<file path="src/rtl/misr_pkg.sv">
// ---------------------------------------------------------------------------
// misr_pkg
// Shared types and default constants for the MISR BIST compactor.
//   state_e        : session controller states
//   MISR_POLY_DEF  : default 16-bit feedback tap mask
//   MISR_SEED_DEF  : default 16-bit signature seed
// ---------------------------------------------------------------------------
package misr_pkg;

    typedef enum logic [1:0] {
        IDLE  = 2'd0,
        RUN   = 2'd1,
        CHECK = 2'd2,
        DONE  = 2'd3
    } state_e;

    localparam logic [15:0] MISR_POLY_DEF = 16'hD008;
    localparam logic [15:0] MISR_SEED_DEF = 16'hFFFF;

endpackage

</file>
<file path="src/rtl/misr_lfsr_step.sv">
// ---------------------------------------------------------------------------
// misr_lfsr_step
// One combinational MISR compaction step.
//   sig_i  [NBIT] : current signature
//   din_i  [NIN]  : response vector, aligned to stage 0
//   next_o [NBIT] : signature after absorbing din_i
// The MSB is fed back into every stage whose POLY bit is set. Stages at or
// above NIN see no data input.
// ---------------------------------------------------------------------------
module misr_lfsr_step #(
    parameter int              NBIT = 16,
    parameter int              NIN  = 4,
    parameter logic [NBIT-1:0] POLY = misr_pkg::MISR_POLY_DEF
) (
    input  logic [NBIT-1:0] sig_i,
    input  logic [NIN-1:0]  din_i,
    output logic [NBIT-1:0] next_o
);

    logic [NBIT-1:0] din_ext;
    logic            fb;

    assign fb = sig_i[NBIT-1];

    always_comb begin
        din_ext            = '0;
        din_ext[NIN-1:0]   = din_i;
    end

    assign next_o = {sig_i[NBIT-2:0], 1'b0} ^ din_ext ^ (POLY & {NBIT{fb}});

endmodule

</file>
<file path="src/rtl/misr_bist_compactor.sv">
// ---------------------------------------------------------------------------
// misr_bist_compactor
// Multiple-input signature register with a small BIST session controller.
// A session compacts npat valid response vectors, then compares the
// signature against golden and reports the result until the next start.
// In IDLE/DONE the signature can be scan-shifted (MSB out, scan_in to LSB).
//
// Ports:
//   clk, rst         : clock (rising edge), synchronous active-low reset
//   start, npat      : begin a session of npat vectors (IDLE/DONE only)
//   data_valid, data_in : response vector to compact this cycle
//   golden           : expected signature, sampled in CHECK
//   shift_en, scan_in: serial shift request (IDLE/DONE only) and data
//   scan_out         : signature MSB
//   signature        : current signature register
//   pat_cnt          : vectors compacted this session
//   busy, done, pass : session status; pass valid while done=1
// ---------------------------------------------------------------------------
module misr_bist_compactor
    import misr_pkg::*;
#(
    parameter int              NBIT = 16,
    parameter int              NIN  = 4,
    parameter logic [NBIT-1:0] POLY = MISR_POLY_DEF,
    parameter logic [NBIT-1:0] SEED = MISR_SEED_DEF,
    parameter int              CNTW = 16
) (
    input  logic            clk,
    input  logic            rst,
    input  logic            start,
    input  logic [CNTW-1:0] npat,
    input  logic            data_valid,
    input  logic [NIN-1:0]  data_in,
    input  logic [NBIT-1:0] golden,
    input  logic            shift_en,
    input  logic            scan_in,
    output logic            scan_out,
    output logic [NBIT-1:0] signature,
    output logic [CNTW-1:0] pat_cnt,
    output logic            busy,
    output logic            done,
    output logic            pass
);

    state_e          state_q, state_d;
    logic [NBIT-1:0] sig_q,   sig_d;
    logic [CNTW-1:0] cnt_q,   cnt_d;
    logic [CNTW-1:0] npat_q,  npat_d;
    logic            pass_q,  pass_d;
    logic [NBIT-1:0] sig_step;

    misr_lfsr_step #(
        .NBIT (NBIT),
        .NIN  (NIN),
        .POLY (POLY)
    ) u_step (
        .sig_i  (sig_q),
        .din_i  (data_in),
        .next_o (sig_step)
    );

    always_ff @(posedge clk) begin
        if (!rst) begin
            state_q <= IDLE;
            sig_q   <= SEED;
            cnt_q   <= '0;
            npat_q  <= '0;
            pass_q  <= 1'b0;
        end else begin
            state_q <= state_d;
            sig_q   <= sig_d;
            cnt_q   <= cnt_d;
            npat_q  <= npat_d;
            pass_q  <= pass_d;
        end
    end

    always_comb begin
        state_d = state_q;
        sig_d   = sig_q;
        cnt_d   = cnt_q;
        npat_d  = npat_q;
        pass_d  = pass_q;

        unique case (state_q)
            IDLE, DONE: begin
                // start wins over shift_en; a fresh session also drops pass
                if (start) begin
                    sig_d   = SEED;
                    cnt_d   = '0;
                    npat_d  = npat;
                    pass_d  = 1'b0;
                    state_d = (npat == '0) ? CHECK : RUN;
                end else if (shift_en) begin
                    sig_d = {sig_q[NBIT-2:0], scan_in};
                end
            end
            RUN: begin
                if (data_valid) begin
                    sig_d = sig_step;
                    cnt_d = cnt_q + CNTW'(1);
                    // npat_q >= 1 here, so the compare cannot underflow
                    if (cnt_q == npat_q - CNTW'(1)) begin
                        state_d = CHECK;
                    end
                end
            end
            CHECK: begin
                pass_d  = (sig_q == golden);
                state_d = DONE;
            end
            default: state_d = IDLE;
        endcase
    end

    assign scan_out  = sig_q[NBIT-1];
    assign signature = sig_q;
    assign pat_cnt   = cnt_q;
    assign busy      = (state_q == RUN) || (state_q == CHECK);
    assign done      = (state_q == DONE);
    assign pass      = pass_q;

endmodule

</file>
<file path="config.mk">
export PLATFORM = sky130hd
export DESIGN_NAME = misr_bist_compactor
export DESIGN_NICKNAME = d
export VERILOG_FILES = /design/src/rtl/misr_pkg.sv /design/src/rtl/misr_lfsr_step.sv /design/src/rtl/misr_bist_compactor.sv
export SDC_FILE = /design/constraint.sdc
export NUM_CORES = 1
export LEC_CHECK = 0
export BUFFER_PORTS_ARGS = -buffer_cell sky130_fd_sc_hd__buf_2
export CAP_MARGIN = 20
export CORE_MARGIN = 2
export CORE_UTILIZATION = 55
export CTS_BUF_LIST = sky130_fd_sc_hd__clkbuf_4 sky130_fd_sc_hd__clkbuf_8
export CTS_CLUSTER_SIZE = 12
export DETAILED_ROUTE_END_ITERATION = 16
export PLACE_DENSITY_LB_ADDON = 0.15
export SETUP_SLACK_MARGIN = 0.2
export SLEW_MARGIN = 20
export SYNTH_ARGS = -nofsm -noshare
export SYNTH_HDL_FRONTEND = slang
export SYNTH_SLANG_ARGS = --single-unit
export TNS_END_PERCENT = 1
</file>
<file path="constraint.sdc">
create_clock -name clk -period 3.2 [get_ports clk]
set_clock_uncertainty 0.2 [all_clocks]
set_input_delay 0.64 -clock clk [delete_from_list [all_inputs] [get_ports clk]]
set_output_delay 0.64 -clock clk [all_outputs]
set_load 0.05 [all_outputs]
</file>
==> impl_metrics.py <==
metrics = {
    "outcome": {
        "status": "completed",
    },
    "sta": {
        "post-route-period-util": 0.8623,
        "period_needed_ns": 2.759,
        "slew_violations": 0,
        "hold_viol": 0,
        "tns_ns": 0,
        "clock.fmax_mhz": 362.4,
        "setup_slack_ns": 0.4408,
        "tightest_slew_ns": 0.7923,
        "slew_headroom": 0.4707,
        "rsz0062_at_grt": "no",
        "finalSetupViolCount": 0,
    },
    "setup_path": {
        "worstSetupStartpointType": "flop",
        "rrSetupSlack_ns": 0.44,
        "cp-end-kind": "flop",
        "reg2reg_from": "npat_q[4]$_SDFFE_PN0P_",
        "reg2reg_depth": 7,
        "cp_data_required_time_ns": 3.24,
        "r2r_end": "state_q[0]$_SDFFE_PN0P_",
        "critical_path.max_fanout": 5,
        "crit_arrival_ns": 2.80,
        "worst-setup-path-type": "reg2reg",
    },
    "floorplanning": {
        "row_count": 26,
        "die_x_um": 77.51,
        "initial_utilization": 0.5745,
        "core-area_um2": 5172,
        "ios": 78,
        "dieHeight_um": 77.51,
        "dieArea_um2": 6007,
    },
    "place": {
        "place_inst": 504,
        "dp_worst_setup_slack_ns": 0.4588,
        "dpl_cell_area_um2": 3362,
        "io_buffers": 77,
        "dp_hpwl_mm": 5.480,
        "place_congestion": 0.8541,
    },
    "power_and_ir_drop": {
        "power_density_nw_per_um2": 755.1,
        "p_leak_nw": 1.441,
        "ir_worst_vdd_v": 0.0004099,
    },
    "worst_hold_path": {
        "hold_depth": 2,
        "hp-start": "npat_q[12]$_SDFFE_PN0P_",
        "min_delay_worst_endpoint": "npat_q[12]$_SDFFE_PN0P_",
        "hold_class": "reg2reg",
    },
    "detailed_routing": {
        "drt_iter0_markers": 154,
        "wl_per_cell_um": 14.13,
        "final_antenna_net_count": 0,
        "vias": 2846,
        "routed_wl_mm": 7.235,
        "drc_errors": 0,
        "vias_per_cell": 5.559,
        "drtPass1Iterations": 5,
    },
    "synthesis": {
        "netlist_instances": 377,
        "syn_nets": 424,
        "synth_area_per_cell_um2": 7.882,
        "synth-seq-cells": 51,
        "synth_flop_cell": "dfxtp_1",
        "yosysSeqAreaShare": 0.3436,
        "synth_most_common_cell": "nand2_1",
        "yosys_warnings": 0,
        "synth_cell_type_count": 47,
        "synth_common_cells": "nand2_1, dfxtp_1, nor2_1",
        "synth_edf_count": 0,
        "async_reset_ff_frac": 0,
        "synth.area.top_cells": "dfxtp_1, xnor2_1, nand2_1",
        "yosys.area.top_type": "dfxtp_1",
        "synth_top_area_share": 0.3436,
        "post_synth_instance_area_um2": 2972,
    },
    "global_route": {
        "grt_pass1_wl_mm": 11.83,
        "grt_usage": 0.2443,
        "grt_pass1_vias": 2479,
        "antenna_found_initial": 0,
        "gr-total-overflow": 0,
        "grt_max_degree": 24,
        "gr-usage-met2": 0.3739,
        "busiest_layer": "met2",
        "use_met1": 0.3575,
        "grt_util_met3": 0.03488,
    },
    "finish": {
        "final_cell_count_no_fill": 512,
        "final.fill_count": 457,
        "regArea_um2": 1021,
        "diodes": 0,
        "drive_gt1_frac": 0.2149,
        "multiInputGateArea_um2": 1829,
        "finalInstanceArea_um2": 3486,
        "area_growth_pct": 17.31,
        "fin_nets": 488,
    },
    "clocking": {
        "clk_pin_slew_worst_paths_ns": 0.09,
        "htree_num_levels": 2,
        "cts_buffers": 5,
        "clk_path_buf_depth": 2,
        "clkSinkCount": 51,
        "cts_tree": "built",
        "clock_latency_ns": 0.31,
        "cts_root_buf": "clkbuf_8",
    },
    "flow_run": {
        "drv_cap": 0,
    },
}
[where the power goes]
group	internal, W	total [W]	switching, W
Combinational	0.000466	0.00131	0.000845
Clock	0.000253	0.000468	0.000215
Sequential	0.000725	0.000853	0.000128
Total	0.00144	0.00263	0.00119
[logic make-up after synthesis]
family                     after synthesis  synth area share
AOI/OAI and AO/OA                       67            0.1533
xor gates and xnor gates                50            0.1474
adders and majority gates                5           0.02105
buffers and inverters                   31           0.04295
DFF                                     51            0.3436
muxes                                    6           0.02063
and+or+nand+nor                        167            0.2712
[worst max path at each step]
stage                       startpoint                       end  slack (ns)  depth (start not counted)
6_report        npat_q[4]$_SDFFE_PN0P_   state_q[0]$_SDFFE_PN0P_        0.44                          7
3_3_place_gp    npat_q[5]$_SDFFE_PN0P_   state_q[1]$_SDFFE_PN0P_        0.57                          7
3_5_place_dp   state_q[0]$_SDFFE_PN0P_  pat_cnt[15]$_SDFFE_PN0P_        0.46                          8
4_1_cts        state_q[0]$_SDFFE_PN0P_  pat_cnt[13]$_SDFFE_PN0P_        0.44                          8
2_1_floorplan   npat_q[5]$_SDFFE_PN0P_   state_q[0]$_SDFFE_PN0P_        0.57                          8
5_1_grt         npat_q[0]$_SDFFE_PN0P_   state_q[1]$_SDFFE_PN0P_        0.21                          9
[state kept, by name, summed over array words and instances, names as in the netlist]
signal	count
npat_q	16
pass	1
pat_cnt	16
signature	16
state_q	2
[layout by cell type (no fill, tap or decap), types with 2 or more instances in the layout]
| cell type | instances |
|---|---|
| a21boi_0 | 18 |
| a21o_1 | 2 |
| a21oi_1 | 12 |
| a32oi_1 | 2 |
| and2_1 | 2 |
| and3_1 | 4 |
| buf_2 | 77 |
| clkbuf_8 | 6 |
| dfxtp_1 | 51 |
| ha_1 | 4 |
| inv_1 | 10 |
| mux2i_1 | 5 |
| nand2_1 | 55 |
| nand3_1 | 17 |
| nand4_1 | 12 |
| nor2_1 | 39 |
| nor2b_1 | 4 |
| nor3_1 | 16 |
| nor4_1 | 6 |
| o211ai_1 | 6 |
| o21ai_0 | 15 |
| or3_1 | 2 |
| or3b_1 | 2 |
| or4_1 | 2 |
| xnor2_1 | 32 |
| xor2_1 | 18 |
[metrics by stage]
step	power, W	hold WS, ns	utilization
final	0.002632	0.2960	0.6739
after global routing	0.002811	0.3309	0.6739
after CTS	0.002622	0.3001	0.6727
after detailed placement	0.002159	0.2778	0.6500
after global placement	0.002138	0.2791	0.6500
after floorplan	0.001899	0.2561	-
[layout make-up]
cell class,instances,area share
clock buffer,6,0.02369
clock inverter,2,0.01005
inverter,10,0.01077
multi-input combinational,295,0.5248
sequential,51,0.2929
tap,70,0.02513
timing repair buffer,78,0.1127
[critical path, stage by stage (launching register included)]
cell,delay (ns)
dfxtp_1,0.37
or4_4,0.59
nor4_4,0.35
mux2_1,0.35
mux2i_1,0.15
a32oi_1,0.10
o32ai_2,0.37
mux2i_1,0.22
[per-layer routing]
layer | wire length, um | vias to the layer above
li1 | - | 1424
met1 | 3500 | 1311
met2 | 3211 | 99
met3 | 431 | 12
met4 | 92 | 0
met5 | 0 | -
[repair_timing]
| action | in CTS | in global routing |
|---|---|---|
| hold buffers | 0 | 0 |
| endpoints found under the setup margin | 0 | 4 |
| buffers inserted | 0 | 0 |
| gates resized for setup | 0 | 1 |
Power figures use the tool's default switching activity.
